--- src/rtl/itable_sequencer.sv ---
// itable_sequencer: instruction-cycle sequencer in front of the opcode decoder.
// It fetches opcode/operand bytes, holds the current opcode (ITABLE) and
// steps the execution phase counter (XPT). It also picks the next machine
// cycle from the decoder's phase-control pulses.
module itable_sequencer (
    input  logic       CLK,
    input  logic       notRESET,
    input  logic [7:0] MDATA,
    input  logic       MACK,
    input  logic       P2_Set_CM1,
    input  logic       P2_Reset_ITABLE,
    input  logic       PR_Reset_XPT,
    input  logic       P2_Set_CMR,
    input  logic       P2_Set_CMA,
    input  logic       P2_Set_ILDlnnlHL_1,
    input  logic       P2_Set_ILDAlnnl_1,
    input  logic       P2_Set_IJPnn_1,
    output logic       enable,
    output logic [7:0] ITABLE,
    output logic [7:0] notITABLE,
    output logic [3:0] XPT,
    output logic [3:0] notXPT,
    output logic [7:0] OP,
    output logic [7:0] OPOLD,
    output logic       MREQ,
    output logic [1:0] MMODE,
    output logic [1:0] IEXT,
    output logic       XPT_ERR
);

    typedef enum logic [1:0] {
        ST_FETCH = 2'd0,
        ST_EXEC  = 2'd1,
        ST_MEM   = 2'd2
    } state_e;

    localparam logic [1:0] MMODE_M1 = 2'b00;
    localparam logic [1:0] MMODE_R  = 2'b01;
    localparam logic [1:0] MMODE_A  = 2'b10;

    state_e     state_q,   state_d;
    logic [7:0] itable_q,  itable_d;
    logic [3:0] xpt_q,     xpt_d;
    logic [7:0] op_q,      op_d;
    logic [7:0] opold_q,   opold_d;
    logic [1:0] mmode_q,   mmode_d;
    logic [1:0] iext_q,    iext_d;
    logic       xpt_err_q, xpt_err_d;

    // State and datapath registers, asynchronously cleared by notRESET.
    always_ff @(posedge CLK or negedge notRESET) begin
        if (!notRESET) begin
            state_q   <= ST_FETCH;
            itable_q  <= 8'h00;
            xpt_q     <= 4'd0;
            op_q      <= 8'h00;
            opold_q   <= 8'h00;
            mmode_q   <= MMODE_M1;
            iext_q    <= 2'b00;
            xpt_err_q <= 1'b0;
        end else begin
            state_q   <= state_d;
            itable_q  <= itable_d;
            xpt_q     <= xpt_d;
            op_q      <= op_d;
            opold_q   <= opold_d;
            mmode_q   <= mmode_d;
            iext_q    <= iext_d;
            xpt_err_q <= xpt_err_d;
        end
    end

    // Next-state and datapath update for the FETCH/EXEC/MEM machine cycles.
    always_comb begin
        state_d   = state_q;
        itable_d  = itable_q;
        xpt_d     = xpt_q;
        op_d      = op_q;
        opold_d   = opold_q;
        mmode_d   = mmode_q;
        iext_d    = iext_q;
        xpt_err_d = xpt_err_q;

        case (state_q)
            ST_FETCH: begin
                // Opcode fetch: wait for the memory acknowledge.
                if (MACK) begin
                    itable_d = MDATA;
                    xpt_d    = 4'd0;
                    mmode_d  = MMODE_M1;
                    state_d  = ST_EXEC;
                end else begin
                    state_d  = ST_FETCH;
                end
            end

            ST_EXEC: begin
                if (P2_Set_CM1) begin
                    // End of instruction: flags cleared, next opcode fetched.
                    state_d = ST_FETCH;
                    xpt_d   = 4'd0;
                    iext_d  = 2'b00;
                    mmode_d = MMODE_M1;
                    if (P2_Reset_ITABLE) begin
                        itable_d = 8'h00;
                    end else begin
                        itable_d = itable_q;
                    end
                end else begin
                    // Continuation flag is recorded alongside the cycle choice.
                    if (P2_Set_IJPnn_1) begin
                        iext_d = 2'b11;
                    end else if (P2_Set_ILDAlnnl_1) begin
                        iext_d = 2'b10;
                    end else if (P2_Set_ILDlnnlHL_1) begin
                        iext_d = 2'b01;
                    end else begin
                        iext_d = iext_q;
                    end

                    // Clearing ITABLE alone makes decode continue as opcode 00.
                    if (P2_Reset_ITABLE) begin
                        itable_d = 8'h00;
                    end else begin
                        itable_d = itable_q;
                    end

                    if (P2_Set_CMR) begin
                        state_d = ST_MEM;
                        mmode_d = MMODE_R;
                    end else if (P2_Set_CMA) begin
                        state_d = ST_MEM;
                        mmode_d = MMODE_A;
                    end else if (PR_Reset_XPT) begin
                        xpt_d = 4'd0;
                    end else begin
                        xpt_d = xpt_q + 4'd1;
                        if (xpt_q == 4'd15) begin
                            xpt_err_d = 1'b1;
                        end else begin
                            xpt_err_d = xpt_err_q;
                        end
                    end
                end
            end

            ST_MEM: begin
                // Operand read or address cycle; either kind latches MDATA.
                if (MACK) begin
                    opold_d = op_q;
                    op_d    = MDATA;
                    xpt_d   = xpt_q + 4'd1;
                    mmode_d = MMODE_M1;
                    state_d = ST_EXEC;
                    if (xpt_q == 4'd15) begin
                        xpt_err_d = 1'b1;
                    end else begin
                        xpt_err_d = xpt_err_q;
                    end
                end else begin
                    state_d = ST_MEM;
                end
            end

            default: begin
                state_d = ST_FETCH;
            end
        endcase
    end

    // enable and MREQ decode straight from the state register.
    assign enable    = (state_q == ST_EXEC);
    assign MREQ      = (state_q != ST_EXEC);

    assign ITABLE    = itable_q;
    assign notITABLE = ~itable_q;
    assign XPT       = xpt_q;
    assign notXPT    = ~xpt_q;
    assign OP        = op_q;
    assign OPOLD     = opold_q;
    assign MMODE     = mmode_q;
    assign IEXT      = iext_q;
    assign XPT_ERR   = xpt_err_q;

endmodule

--- config.mk ---
export PLATFORM = sky130hd
export DESIGN_NAME = itable_sequencer
export DESIGN_NICKNAME = d
export VERILOG_FILES = /design/src/rtl/itable_sequencer.sv
export SDC_FILE = /design/constraint.sdc
export NUM_CORES = 1
export LEC_CHECK = 0
export ABC_CLOCK_PERIOD_IN_PS = 1700
export CELL_PAD_IN_SITES_DETAIL_PLACEMENT = 1
export CELL_PAD_IN_SITES_GLOBAL_PLACEMENT = 1
export CORE_UTILIZATION = 32
export DETAILED_ROUTE_END_ITERATION = 12
export GPL_TIMING_DRIVEN = 0
export PLACE_DENSITY = 0.86
export SYNTH_ARGS = -nofsm -noshare
export SYNTH_HDL_FRONTEND = slang
export SYNTH_SLANG_ARGS = --single-unit
export TNS_END_PERCENT = 1
--- constraint.sdc ---
create_clock -name CLK -period 1.7 [get_ports CLK]
set_input_delay 0.17 -clock CLK [delete_from_list [all_inputs] [get_ports CLK]]
set_output_delay 0.17 -clock CLK [all_outputs]
set_load 0.01 [all_outputs]
==> flow_summary_export.csv, run 1 <==
group,metric,value,unit
outcome,outcome,"finished, final reports clean",
timing,period_share,95.4,%
route,drc_errors,0,
floorplan,die_width,75.0,um
floorplan,die_h,75.0,um
logic_synthesis,synth_seq_cells,35,
timing,slew_viol_final,0,
timing,hold_violations,0,
logic_synthesis,syn_inst,157,
clock_network,numCtsBuffers,5,
floorplan,initial_utilization,33.3,%
placed_design,port_buffers,64,
clock_network,root_buffer,"clkbuf_8",
floorplan,core_area,5110,sq um
placed_design,dpl.hpwl,3400,um
logic_synthesis,syn_nets,181,
finish,fillers,595,
logic_synthesis,synth_edf_count,0,
power_and_ir_drop,clkPwrFrac,23.5,%
finish,drive_above_1_share,15.5,%
timing,worst_pin_slew,0.815,ns
finish,synthToLayoutAreaGrowth,53.0,%
timing,clock.fmax,0.616,GHz
logic_synthesis,yosysWarnings,0,
route,vias_per_cell,4.82,
finish,nets,256,
power_and_ir_drop,power_switching,1010,uW
power_and_ir_drop,power.internal,2250,uW
logic_synthesis,synthFlopType,"dfrtp_1",
logic_synthesis,synth_cell_type_count,33,
global_routing,grt_pass1_vias,1501,
global_routing,grt.total_usage,17.9,%
clock_network,htreeDepth,2,
placed_design,pre_cts_slack,-0.116,ns
global_routing,grt_max_degree,36,
critical_path,cp_max_fo,10,
clock_network,clkSinkCount,35,
clock_network,cts_tree,"done",
logic_synthesis,async_flop_share,100,%
critical_path,arrival,1.45,ns
global_routing,grt_antenna_before_repair,0,
critical_path,timing.rr.start,"state_q[1]",
finish,antenna_cells,0,
clock_network,insertion_delay,0.29,ns
power_and_ir_drop,p_total,3260,uW
timing,finalCriticalPeriod,1.62,ns
critical_path,cp_data_required_time,1.53,ns
power_and_ir_drop,power_frac_comb,37.8,%
power_and_ir_drop,p_per_area,1250,nW/um^2
route,drt_iter0_drc,76,
hold_path,hp-start,"MACK",
route,vias,1460,
floorplan,rows,26,
logic_synthesis,seq_area_frac_synth,51.4,%
timing,rsz0062_at_grt,"no",
global_routing,grt_pass1_wl,7450,um
global_routing,grt_overflow,0,
power_and_ir_drop,sw_frac_of_total,30.9,%
floorplan,dieArea,5620,sq um
route,wl_per_cell,15.3,um
timing,maxSlewHeadroom,45.7,%
power_and_ir_drop,seqPwrFrac,38.7,%
logic_synthesis,avgSynthCellArea,10.8,sq um
route,finalWirelength,4650,um
critical_path,start_kind,"flip-flop",
timing,finalSetupViolCount,0,
logic_synthesis,synth_area,1700,sq um
timing,skew,0.00298,ns
floorplan,ios,66,
power_and_ir_drop,peakVddDrop,0.000408,V
finish,utilization,51.0,%
clock_network,clk_pin_slew_worst_paths,0.08,ns
power_and_ir_drop,leakage,0.00111,uW
timing,postLayoutSetupSlackWorst,0.0779,ns
placed_design,place_congestion,0.693,
hold_path,hold_class,"input pin to flip-flop",
critical_path,path_class,"flip-flop to output port",
run,cap_viol_max_count,0,
critical_path,critPathCaptureType,"output port",
critical_path,startpoint,"state_q[1]",
route,detail-route-antenna-nets,0,
route,drt-pass1-iter-count,4,
clock_network,clockBufferDepth,2,
-- final timing paths --
path	endpoint	slack, ns	cells after the start
worst max-delay path	MREQ	0.08	5
worst min-delay path	state_q[0]	0.25	3
max in group asynchronous	state_q[0]	0.63	2
min in group asynchronous	ITABLE[5]	0.51	2
worst max register to register	XPT[2]	0.08	6
worst min register to register	XPT_ERR	0.48	1
-- cells by family after synthesis --
logic type	synth area share [%]
buf+inv	5.80
compound gates	16.8
fa+ha+maj	3.67
simple gates	11.2
mux	11.2
flops	51.4
-- cells in the final DEF (no fill, tap or decap), types with 2 or more instances in the layout --
cell type / instances
nand2b_4: 2
mux2_2: 6
a21oi_1: 4
inv_1: 18
mux2_1: 10
o21ai_0: 12
ha_1: 3
o21ai_1: 3
nor2_1: 6
nand3_1: 2
inv_2: 3
nand2_1: 20
a22oi_1: 8
clkbuf_8: 5
nand2b_1: 3
dfrtp_1: 34
clkdlybuf4s50_1: 61
buf_4: 5
-- stage by stage --
step,TNS (ns),cells,hold slack [ns],cell area [sq um]
6_report,0,303,0.254,2610
5_1_grt,0,303,0.297,2610
4_1_cts,0,303,0.244,2590
3_5_place_dp,-1.25,291,0.301,2430
3_3_place_gp,-12.50,291,0.471,2430
2_1_floorplan,0,157,-0.126,1700
-- synth_stat cells (3+ instances only) --
cell,n,area (sq um)
a22oi_1,8,60.1
nor2_1,6,22.5
o21ai_0,12,60.1
nand2b_1,3,18.8
o21ai_1,3,15.0
a21oi_1,4,20.0
nand2_1,20,75.1
mux2_2,6,67.6
dfrtp_1,35,876
ha_1,5,62.6
inv_1,19,71.3
mux2_1,10,113
-- metal layers --
layer / GRT usage [%] / vias to the layer above / share of wire (%) / wire [um]
li1: - / 687 / - / -
met1: 22.8 / 723 / 44 / 2060
met2: 30.8 / 45 / 50 / 2320
met3: 2.81 / 5 / 4.7 / 219
met4: 6.50 / 0 / 1.0 / 48
met5: 0 / - / 0 / 0
-- critical path, cell delays in order (launching register included) --
cell and delay, ns:
dfrtp_1 0.41, inv_2 0.09, ha_4 0.17, buf_6 0.14
inv_2 0.07, dlygate4sd2_1 0.28
-- power by group through the flow --
stage	Sequential [uW]	Clock, uW	Combinational, uW
floorplan	1360	0	368
global placement	1260	0	1180
detailed placement	1290	0	1220
CTS	1270	776	1240
global route	1300	796	1350
finish	1260	767	1230
-- what timing repair did --
action                                 in CTS  in global routing
setup endpoints to repair                  22                 21
resized for setup                           6                  5
setup buffers                               3                  0
gates cloned                                0                  0
endpoints found under the hold margin      32                  0
hold buffers                                1                  0
pin swaps                                   0                  0
-- layout make-up --
cell class              count  area, sq um  area share (%)
plain buffers               3         26.3            1.01
clock buffers               5         68.8            2.64
clock inverters             3         43.8            1.68
inverters                  21         78.8            3.03
multi-input cells          98          753            28.9
flip-flops and latches     35          877            33.7
well taps                  70         87.6            3.36
repair buffers             68          669            25.7
-- registers in the layout (all words and copies together), names as in the netlist --
register	count
ITABLE	8
state_q	2
XPT	4
XPT_ERR	1
MMODE	2
OP	8
OPOLD	8
IEXT	2
Power figures use the tool's default switching activity.
==> inputs of run 2 (changes only) <==
- HOLD_SLACK_MARGIN: default -> 0.06
==> results of run 2 <==
Final layout, timing and power as in run 1 (identical DEF).
==> inputs of run 3 (changes only) <==
- GPL_TIMING_DRIVEN: 0 -> 1
==> run 3 against run 2 <==
- count of clock-buffer cells in the layout did not move
- non-clock buffer count up 3
- die area unchanged
- worst setup slack improved by 0.017 ns
- clock power shrank 3%
- cell count is 0.99% higher
- utilization up 0.27 points
- hold slack better by 0.20 ns
- total power shrank 0.78%
- sequential share of layout area decreased by 0.22 points
- largest cell class unchanged
- highest routed layer unchanged
==> flow_summary_export.csv, run 3 (synthesis gave the netlist of run 1 again) <==
group,metric,value,unit
timing,slew_viol_final,0,
clock_network,cts_tree,"done",
finish,drive_above_1_share,15.3,%
power_and_ir_drop,leakage,0.00111,uW
finish,nets,259,
route,detail-route-antenna-nets,0,
floorplan,dieArea,5620,sq um
hold_path,hold_class,"input pin to asynchronous set/reset pin",
timing,hold_violations,0,
critical_path,cp_max_fo,6,
timing,maxSlewHeadroom,63.5,%
placed_design,dpl.hpwl,3440,um
timing,setup_tns,0,ns
clock_network,htreeDepth,2,
critical_path,arrival,1.79,ns
clock_network,numCtsBuffers,5,
run,cap_viol_max_count,0,
critical_path,path_class,"flip-flop to flip-flop",
route,finalWirelength,4620,um
timing,skew,0.00456,ns
global_routing,grt.total_usage,17.7,%
timing,clock.fmax,0.623,GHz
finish,layout_commonest_cell,"clkdlybuf4s50_1",
floorplan,initial_utilization,33.3,%
floorplan,rows,26,
clock_network,clockBufferDepth,2,
floorplan,ios,66,
finish,antenna_cells,0,
global_routing,grt_antenna_before_repair,0,
timing,finalSetupViolCount,0,
power_and_ir_drop,peakVddDrop,0.000388,V
timing,finalCriticalPeriod,1.60,ns
floorplan,core_area,5110,sq um
floorplan,die_h,75.0,um
global_routing,grt_pass1_vias,1498,
clock_network,clkSinkCount,35,
placed_design,port_buffers,65,
route,wl_per_cell,15.1,um
outcome,outcome,"finished, final reports clean",
global_routing,grt_max_degree,36,
route,drc_errors,0,
route,drt-pass1-iter-count,4,
route,vias,1443,
clock_network,clk_pin_slew_worst_paths,0.08,ns
finish,synthToLayoutAreaGrowth,53.8,%
finish,mostFrequentLayoutCells,"clkdlybuf4s50_1, dfrtp_1, nand2_1",
critical_path,cp_data_required_time,1.89,ns
critical_path,critPathCaptureType,"flip-flop",
floorplan,die_width,75.0,um
route,vias_per_cell,4.72,
clock_network,insertion_delay,0.28,ns
power_and_ir_drop,p_per_area,1240,nW/um^2
finish,utilization,51.3,%
route,drt_iter0_drc,51,
clock_network,root_buffer,"clkbuf_8",
global_routing,grt_overflow,0,
timing,period_share,94.4,%
placed_design,place_congestion,0.782,
timing,rsz0062_at_grt,"no",
timing,worst_pin_slew,0.544,ns
global_routing,grt_pass1_wl,7350,um
critical_path,start_kind,"flip-flop",
run 3: cell count changes in the layout (fill, tap and decap cells not counted), sizes merged:
cell,delta
dlygate4sd2,+1
buf,+2
clkdlybuf4s50,+1
dlymetal6s2s,-1
run 3: final cells by class:
type | instances | area [sq um]
clock inverter | 3 | 43.8
clock buffer | 5 | 68.8
multi-input combinational | 98 | 738
fill | 578 | 2490
sequential | 35 | 876
timing repair buffer | 74 | 726
tap | 70 | 87.6
inverter | 21 | 78.8
run 3: critical path: stages (launching register included):
cell	delay [ns]
dfrtp_1	0.39
buf_4	0.15
ha_2	0.21
nor2_2	0.20
o221ai_4	0.17
nand2b_4	0.19
o311ai_4	0.21
run 3: worst paths after layout:
kind                             from  depth (start not counted)        end  slack, ns
max                        state_q[1]                          6     XPT[2]        0.1
min                          notRESET                          3  ITABLE[7]       0.46
max reg2reg                state_q[1]                          6     XPT[2]        0.1
min reg2reg                  OPOLD[1]                          1   OPOLD[1]       0.50
max in group asynchronous    notRESET                          3     XPT[3]       0.93
min in group CLK             OPOLD[1]                          1   OPOLD[1]       0.50
run 3: what timing repair did:
item	in CTS	in global routing
hold buffers	1	0
setup buffers	1	0
endpoints found under the hold margin	35	0
endpoints found under the setup margin	2	12
resized for setup	3	2
run 3: where the power goes:
part | total, uW | internal (uW) | switching [uW]
clock | 747 | 437 | 311
combinational | 1240 | 739 | 500
sequential | 1250 | 1080 | 173
run 3: metrics by stage:
stage	instances	worst slack, ns	power, uW	area [sq um]	hold WS, ns
after global placement	296	0.114	2450	2480	0.238
after detailed placement	296	0.0684	2520	2480	0.243
after floorplan	157	0.168	1730	1700	-0.126
after CTS	306	0.0332	3290	2610	0.469
after global routing	306	0.0208	3440	2620	0.512
final	306	0.0952	3240	2620	0.458
run 3: routing by layer:
layer	global-route usage (%)	up-vias	wire (um)	part of all wire, %
met2	31.3	48	2370	51
met1	21.6	699	1940	42
met3	4.28	4	270	5.9
met4	4.40	0	25	0.54
li1	-	692	-	-
met5	0	-	0	0
